--- config.mk ---
export PLATFORM = sky130hd
export DESIGN_NAME = alu_seq
export DESIGN_NICKNAME = d
export VERILOG_FILES = /design/src/rtl/alu_pkg.sv /design/src/rtl/alu_mul_seq.sv /design/src/rtl/alu_seq.sv
export SDC_FILE = /design/constraint.sdc
export NUM_CORES = 1
export LEC_CHECK = 0
export BUFFER_PORTS_ARGS = -buffer_cell sky130_fd_sc_hd__buf_2
export CAP_MARGIN = 20
export CORE_UTILIZATION = 45
export CTS_CLUSTER_DIAMETER = 80
export DETAILED_ROUTE_END_ITERATION = 7
export GPL_ROUTABILITY_DRIVEN = 0
export MAX_ROUTING_LAYER = met4
export PLACE_DENSITY_LB_ADDON = 0.2
export SLEW_MARGIN = 20
export SYNTH_ARGS = -nofsm -noshare
export SYNTH_HDL_FRONTEND = slang
export SYNTH_SLANG_ARGS = --single-unit
--- constraint.sdc ---
create_clock -name clk -period 4.2 [get_ports clk]
set_input_delay 0.42 -clock clk [delete_from_list [all_inputs] [get_ports clk]]
set_output_delay 0.42 -clock clk [all_outputs]
set_load 0.02 [all_outputs]
--- src/rtl/alu_pkg.sv ---
// alu_pkg: constants and types shared by alu_seq and its multiplier.
//   - opcode encodings OP_ADD..OP_MUL (4-bit opcode field)
//   - state_t: alu_seq control states
//   - flag bit positions inside flags_t
package alu_pkg;

    localparam logic [3:0] OP_ADD  = 4'd0;
    localparam logic [3:0] OP_SUB  = 4'd1;
    localparam logic [3:0] OP_XOR  = 4'd2;
    localparam logic [3:0] OP_AND  = 4'd3;
    localparam logic [3:0] OP_NOR  = 4'd4;
    localparam logic [3:0] OP_NAND = 4'd5;
    localparam logic [3:0] OP_CMP  = 4'd6;
    localparam logic [3:0] OP_NOP  = 4'd7;
    localparam logic [3:0] OP_SHL  = 4'd8;
    localparam logic [3:0] OP_SHR  = 4'd9;
    localparam logic [3:0] OP_MUL  = 4'd10;

    typedef enum logic [1:0] {
        S_IDLE,
        S_MUL_BUSY,
        S_HOLD
    } state_t;

    localparam int unsigned FLAG_CARRY  = 0;
    localparam int unsigned FLAG_BORROW = 1;
    localparam int unsigned FLAG_EQUAL  = 2;
    localparam int unsigned FLAG_LESS   = 3;
    localparam int unsigned FLAG_MORE   = 4;
    localparam int unsigned FLAG_ERR    = 5;
    localparam int unsigned NUM_FLAGS   = 6;

    typedef logic [NUM_FLAGS-1:0] flags_t;

endpackage

--- src/rtl/alu_mul_seq.sv ---
// alu_mul_seq: unsigned shift-add multiplier, one iteration per clock.
//   clk, rst      clock, asynchronous active-high reset
//   start         load a/b and begin (ignored while busy)
//   a, b          WIDTH-bit operands, sampled on start
//   busy          iterations in progress
//   done          high during the final iteration
//   product       2*WIDTH result of the current iteration; the full
//                 product when done is high, so the caller can register
//                 it on the same edge the last iteration completes
module alu_mul_seq
    import alu_pkg::*;
#(
    parameter int unsigned WIDTH = 8
) (
    input  logic               clk,
    input  logic               rst,
    input  logic               start,
    input  logic [WIDTH-1:0]   a,
    input  logic [WIDTH-1:0]   b,
    output logic               busy,
    output logic               done,
    output logic [2*WIDTH-1:0] product
);

    localparam int unsigned CW = $clog2(WIDTH);

    logic [WIDTH-1:0] mcand;
    logic [WIDTH-1:0] acc_hi;
    logic [WIDTH-1:0] acc_lo;   // holds the unused multiplier bits, then product low half
    logic [CW-1:0]    cnt;
    logic [WIDTH:0]   sum;
    logic [2*WIDTH-1:0] step;

    // Right-shifting accumulator: add the multiplicand into the high half
    // when the current multiplier LSB is set, then shift the pair right.
    always_comb begin
        sum  = {1'b0, acc_hi} + (acc_lo[0] ? {1'b0, mcand} : '0);
        step = {sum, acc_lo[WIDTH-1:1]};
    end

    assign done    = busy && (cnt == CW'(WIDTH - 1));
    assign product = step;

    always_ff @(posedge clk or posedge rst) begin
        if (rst) begin
            busy   <= 1'b0;
            cnt    <= '0;
            mcand  <= '0;
            acc_hi <= '0;
            acc_lo <= '0;
        end else if (start && !busy) begin
            busy   <= 1'b1;
            cnt    <= '0;
            mcand  <= a;
            acc_hi <= '0;
            acc_lo <= b;
        end else if (busy) begin
            {acc_hi, acc_lo} <= step;
            cnt              <= cnt + 1'b1;
            if (done) begin
                busy <= 1'b0;
            end
        end
    end

endmodule

--- src/rtl/alu_seq.sv ---
// alu_seq: registered ALU with valid/ready handshakes and a multi-cycle MUL.
//   clk, rst             clock, asynchronous active-high reset
//   in_valid, in_ready   operand beat handshake (A, B, opcode)
//   A, B, opcode         operands and 4-bit operation select
//   out_valid, out_ready result beat handshake
//   C, C_hi              result; C_hi is the MUL high half, 0 otherwise
//   carry, borrow, equal, less, more, err   flags, all rewritten every beat
module alu_seq
    import alu_pkg::*;
#(
    parameter int unsigned WIDTH      = 8,
    parameter bit          SIGNED_CMP = 1'b0
) (
    input  logic             clk,
    input  logic             rst,
    input  logic             in_valid,
    output logic             in_ready,
    input  logic [WIDTH-1:0] A,
    input  logic [WIDTH-1:0] B,
    input  logic [3:0]       opcode,
    output logic             out_valid,
    input  logic             out_ready,
    output logic [WIDTH-1:0] C,
    output logic [WIDTH-1:0] C_hi,
    output logic             carry,
    output logic             borrow,
    output logic             equal,
    output logic             less,
    output logic             more,
    output logic             err
);

    localparam int unsigned SHW = $clog2(WIDTH);

    state_t state, state_nx;

    logic               accept;
    logic               mul_start;
    logic               mul_busy;
    logic               mul_done;
    logic [2*WIDTH-1:0] mul_product;

    logic [WIDTH-1:0]   res_c;
    flags_t             res_flags;
    logic [WIDTH:0]     sum;
    logic [WIDTH:0]     diff;
    logic [WIDTH:0]     shl_ext;
    logic [WIDTH:0]     shr_ext;
    logic [SHW-1:0]     sh;
    logic               lt;

    logic [WIDTH-1:0]   c_r;
    logic [WIDTH-1:0]   chi_r;
    flags_t             flags_r;

    // ---------------- single-cycle datapath ----------------
    always_comb begin
        res_c     = '0;
        res_flags = '0;
        sum       = '0;
        diff      = '0;
        shl_ext   = '0;
        shr_ext   = '0;
        lt        = 1'b0;
        sh        = B[SHW-1:0];
        case (opcode)
            OP_ADD: begin
                sum                   = {1'b0, A} + {1'b0, B};
                res_c                 = sum[WIDTH-1:0];
                res_flags[FLAG_CARRY] = sum[WIDTH];
            end
            OP_SUB: begin
                diff                   = {1'b0, A} - {1'b0, B};
                res_c                  = diff[WIDTH-1:0];
                res_flags[FLAG_BORROW] = diff[WIDTH];
            end
            OP_XOR:  res_c = A ^ B;
            OP_AND:  res_c = A & B;
            OP_NOR:  res_c = ~(A | B);
            OP_NAND: res_c = ~(A & B);
            OP_CMP: begin
                if (SIGNED_CMP) begin
                    lt = $signed(A) < $signed(B);
                end else begin
                    lt = A < B;
                end
                res_flags[FLAG_EQUAL] = (A == B);
                res_flags[FLAG_LESS]  = lt;
                res_flags[FLAG_MORE]  = !lt && (A != B);
            end
            // One spare bit on the outgoing side catches the last bit
            // shifted out; it stays 0 when sh is 0.
            OP_SHL: begin
                shl_ext               = {1'b0, A} << sh;
                res_c                 = shl_ext[WIDTH-1:0];
                res_flags[FLAG_CARRY] = shl_ext[WIDTH];
            end
            OP_SHR: begin
                shr_ext               = {A, 1'b0} >> sh;
                res_c                 = shr_ext[WIDTH:1];
                res_flags[FLAG_CARRY] = shr_ext[0];
            end
            OP_NOP, OP_MUL: begin
            end
            default: res_flags[FLAG_ERR] = 1'b1;
        endcase
    end

    // ---------------- multiplier ----------------
    alu_mul_seq #(
        .WIDTH (WIDTH)
    ) u_mul (
        .clk     (clk),
        .rst     (rst),
        .start   (mul_start),
        .a       (A),
        .b       (B),
        .busy    (mul_busy),
        .done    (mul_done),
        .product (mul_product)
    );

    // ---------------- control FSM ----------------
    always_ff @(posedge clk or posedge rst) begin
        if (rst) begin
            state <= S_IDLE;
        end else begin
            state <= state_nx;
        end
    end

    // HOLD forwards out_ready to in_ready, so a new beat can be taken on
    // the same edge the current result is consumed.
    always_comb begin
        state_nx  = state;
        mul_start = 1'b0;
        in_ready  = 1'b0;
        accept    = 1'b0;
        case (state)
            S_IDLE, S_HOLD: begin
                in_ready = !mul_busy && ((state == S_IDLE) || out_ready);
                accept   = in_valid && in_ready;
                if (accept) begin
                    if (opcode == OP_MUL) begin
                        mul_start = 1'b1;
                        state_nx  = S_MUL_BUSY;
                    end else begin
                        state_nx  = S_HOLD;
                    end
                end else if (state == S_HOLD && out_ready) begin
                    state_nx = S_IDLE;
                end
            end
            S_MUL_BUSY: begin
                if (mul_done) begin
                    state_nx = S_HOLD;
                end
            end
            default: state_nx = S_IDLE;
        endcase
    end

    // ---------------- output registers ----------------
    always_ff @(posedge clk or posedge rst) begin
        if (rst) begin
            c_r     <= '0;
            chi_r   <= '0;
            flags_r <= '0;
        end else if (accept && opcode != OP_MUL) begin
            c_r     <= res_c;
            chi_r   <= '0;
            flags_r <= res_flags;
        end else if (mul_done) begin
            {chi_r, c_r} <= mul_product;
            flags_r      <= '0;
        end
    end

    assign out_valid = (state == S_HOLD);
    assign C         = c_r;
    assign C_hi      = chi_r;
    assign carry     = flags_r[FLAG_CARRY];
    assign borrow    = flags_r[FLAG_BORROW];
    assign equal     = flags_r[FLAG_EQUAL];
    assign less      = flags_r[FLAG_LESS];
    assign more      = flags_r[FLAG_MORE];
    assign err       = flags_r[FLAG_ERR];

endmodule

==> results.yml <==
routing:
  ant_nets: 0
  wire_per_inst_um: 18.8
  routed_wl_mm: 12.9
  via_per_inst: 6.03
  dr.pass1.iters: 5
  drtIter0Drc: 296
  drcViolationCount: 0
  vias: 4141
synthesis:
  synth-adder-area-share: 0.113
  async_reset_ff_frac: 1.00
  synthesis.area_sq_um: 4410
  synth-compound-area-share: 0.261
  yosys.area_share.xor_xnor: 0.0159
  syn_inst: 531
  yosys-mux-area-fraction: 0.0494
  synth-simple-area-share: 0.205
  syn-num-nets: 593
  synth_seq_cells: 52
  synth_top_family_by_area: "compound AO/OA/AOI/OAI gates"
  ys.warnings.count: 0
  yosys_most_used_dff: "dfrtp_1"
  synth_edf_count: 0
  synth.distinct_cells: 70
  ys_seq_area_frac: 0.295
  avgSynthCellArea_sq_um: 8.30
die:
  ioPinCount: 48
  core_area_sq_um: 9370
  die_h_um: 101
  die_w_um: 101
  fp.dieArea_sq_um: 10200
  start_util: 0.470
  row_count: 35
grt:
  gr-usage-all-layers: 0.271
  grt_pass1_vias: 3962
  busiest_layer: "met2"
  gr-total-overflow: 0
  met3_usage: 0.0305
  grt_util_met2: 0.443
  grt_first_pass_wirelength_mm: 20.8
  grt_max_degree: 53
  gr-usage-met1: 0.343
  antenna_found_initial: 0
power_and_ir_drop:
  pwr_density_cell_nw_per_um2: 409
  ir_drop_mv: 0.179
  p_leak_nw: 2.20
sta:
  min_period_over_period: 0.623
  slew_headroom: 0.468
  post-route-min-period_ns: 2.62
  worst_pin_slew_ns: 0.796
  rsz0062_at_grt: "false"
  setup_viol: 0
  setup_tns_ns: 0
  hold_viol_final: 0
  clock.fmax_mhz: 382
  worst_clock_skew_ns: 0.0126
  drv_slew: 0
worst_setup_path:
  cp_slowest_cell: "ha_1"
  path_delay_family: "compound AO/OA/AOI/OAI gates"
  path_class: "in -> reg"
  r2r_start: "u_mul.busy$_DFF_PP0_"
  worst-path-buf-inv: 2
  path_cells: "buf_2, clkinv_1, ha_1, a21o_1, a221o_1, o41ai_2, xnor2_1, nand2_1, a31oi_1"
  crit_arrival_ns: 2.86
  critPathLaunchType: "input port"
  max_stage_delay_ns: 0.42
  cp.required_ns: 4.44
  crit_fanout: 25
  cp-end-kind: "flop"
  crit_path_start: "B[1]"
cts:
  clock_path_buffers: 2
  cts_resized: 0
  clk_pin_slew_ns: 0.11
  cts_max_level: 2
  clkSinkCount: 52
  cts_root_buf: "clkbuf_8"
  clock_latency_ns: 0.31
  cts_tree: "done"
  cts_setup_buffers: 0
  cts-buffers-inserted: 5
  cts_hold_buffers: 0
layout:
  diodes: 0
  nNetsFinal: 619
  fill_cells: 955
  finalNonFillerCells: 687
  postLayoutCellArea_sq_um: 4770
  drive_above_1_share: 0.134
  syn2layout_area_growth_pct: 8.18
worst_hold_path:
  hold_class: "in -> async"
placed_design:
  numPortBuffers: 47
  dp.cells: 679
  postPlaceCellArea_sq_um: 4670
  hpwl_mm: 9.81
outcome:
  status: "complete, no violations"
flow_run:
  cap_viol_max_count: 0
==> cell usage in the layout (no fill, tap or decap), types with 11 or more instances in the layout <==
cell     count
dfrtp_1     52
nand2_1     71
a22oi_1     20
nor2_1      40
nor2b_1     11
buf_2       47
o21ai_0     45
mux2i_1     15
ha_1        35
o22ai_1     14
a21oi_1     24
inv_1       28
and2_1      11
==> flip-flops by register name, summed over array words and instances, names as in the netlist <==
register,flops
flags_r,6
u_mul.busy,1
u_mul.cnt,3
C_hi,8
u_mul.mcand,8
u_mul.acc_hi,8
state,2
u_mul.acc_lo,8
C,8
==> worst min-delay path: stages <==
cell,delay (ns)
buf_2,0.10
inv_2,0.03
buf_4,0.52
==> cells by family (layout without fill, tap and decap cells) <==
logic type | Yosys count | in the layout
AND/OR/NAND/NOR | 180 | 180
buffers and inverters | 61 | 88
XOR/XNOR | 8 | 8
flip-flops | 52 | 52
multiplexers | 19 | 19
adder cells (fa/ha/maj) | 38 | 38
AO/OA/AOI/OAI | 173 | 173
==> power by group <==
group | switching (mW) | internal, mW
combinational | 0.552 | 0.326
clock | 0.185 | 0.123
sequential | 0.109 | 0.656
==> cells in the mapped netlist (all sizes together) (3+ instances only) <==
cell type | instances | area share
o21ai | 46 | 0.052
nand2b | 6 | 0.0085
xnor2 | 6 | 0.012
o211ai | 3 | 0.0051
and2 | 12 | 0.017
o22ai | 14 | 0.020
fa | 3 | 0.014
and3 | 5 | 0.0071
mux2i | 15 | 0.034
buf | 16 | 0.022
nand2 | 71 | 0.060
nor4 | 4 | 0.0091
nor2 | 42 | 0.038
a211oi | 6 | 0.010
inv | 29 | 0.025
o31ai | 4 | 0.0068
a21o | 5 | 0.0085
o21bai | 3 | 0.0051
nand3 | 8 | 0.0091
nor3b | 5 | 0.011
o21a | 8 | 0.014
a21boi | 5 | 0.0085
a22oi | 20 | 0.034
ha | 35 | 0.099
a21oi | 26 | 0.030
dfrtp | 52 | 0.30
a31oi | 7 | 0.0099
a22o | 8 | 0.016
clkbuf | 14 | 0.012
nor2b | 12 | 0.018
nor3 | 7 | 0.0091
==> final timing paths <==
check	endpoint	slack [ns]	cells past startpoint
max	C[7]$_DFFE_PP0P_	1.58	9
min	state[1]$_DFFE_PP0P_	0.27	3
max reg2reg	u_mul.mcand[0]$_DFFE_PP0P_	1.69	5
min reg2reg	flags_r[4]$_DFFE_PP0P_	0.48	2
max in group asynchronous	C[3]$_DFFE_PP0P_	3.49	3
min in group clk	u_mul.acc_lo[7]$_DFFE_PP0P_	0.37	3
==> per-stage QoR <==
| stage | total power, mW | hold WS (ns) | utilization | setup slack (ns) |
|---|---|---|---|---|
| global route | 2.11 | 0.317 | 0.509 | 1.42 |
| floorplan | 1.39 | 0.442 | - | 2.05 |
| finish | 1.95 | 0.271 | 0.509 | 1.58 |
| detailed placement | 1.65 | 0.461 | 0.498 | 1.31 |
| global placement | 1.63 | 0.455 | 0.498 | 1.38 |
| CTS | 1.96 | 0.296 | 0.508 | 1.63 |
==> layer usage <==
metal | vias to the layer above | wire [um]
met5 | - | 0
met2 | 199 | 6080
li1 | 1958 | -
met4 | 0 | 422
met1 | 1955 | 5440
met3 | 29 | 935
==> final cells by class <==
type | count | area (sq um) | area share
Multi-Input combinational cell | 418 | 2840 | 0.596
Sequential cell | 52 | 1300 | 0.273
Timing Repair Buffer | 49 | 250 | 0.0525
Tap cell | 129 | 161 | 0.0339
Inverter | 31 | 116 | 0.0244
Clock buffer | 5 | 68.8 | 0.0144
Clock inverter | 3 | 27.5 | 0.00577
Power figures use the tool's default switching activity.
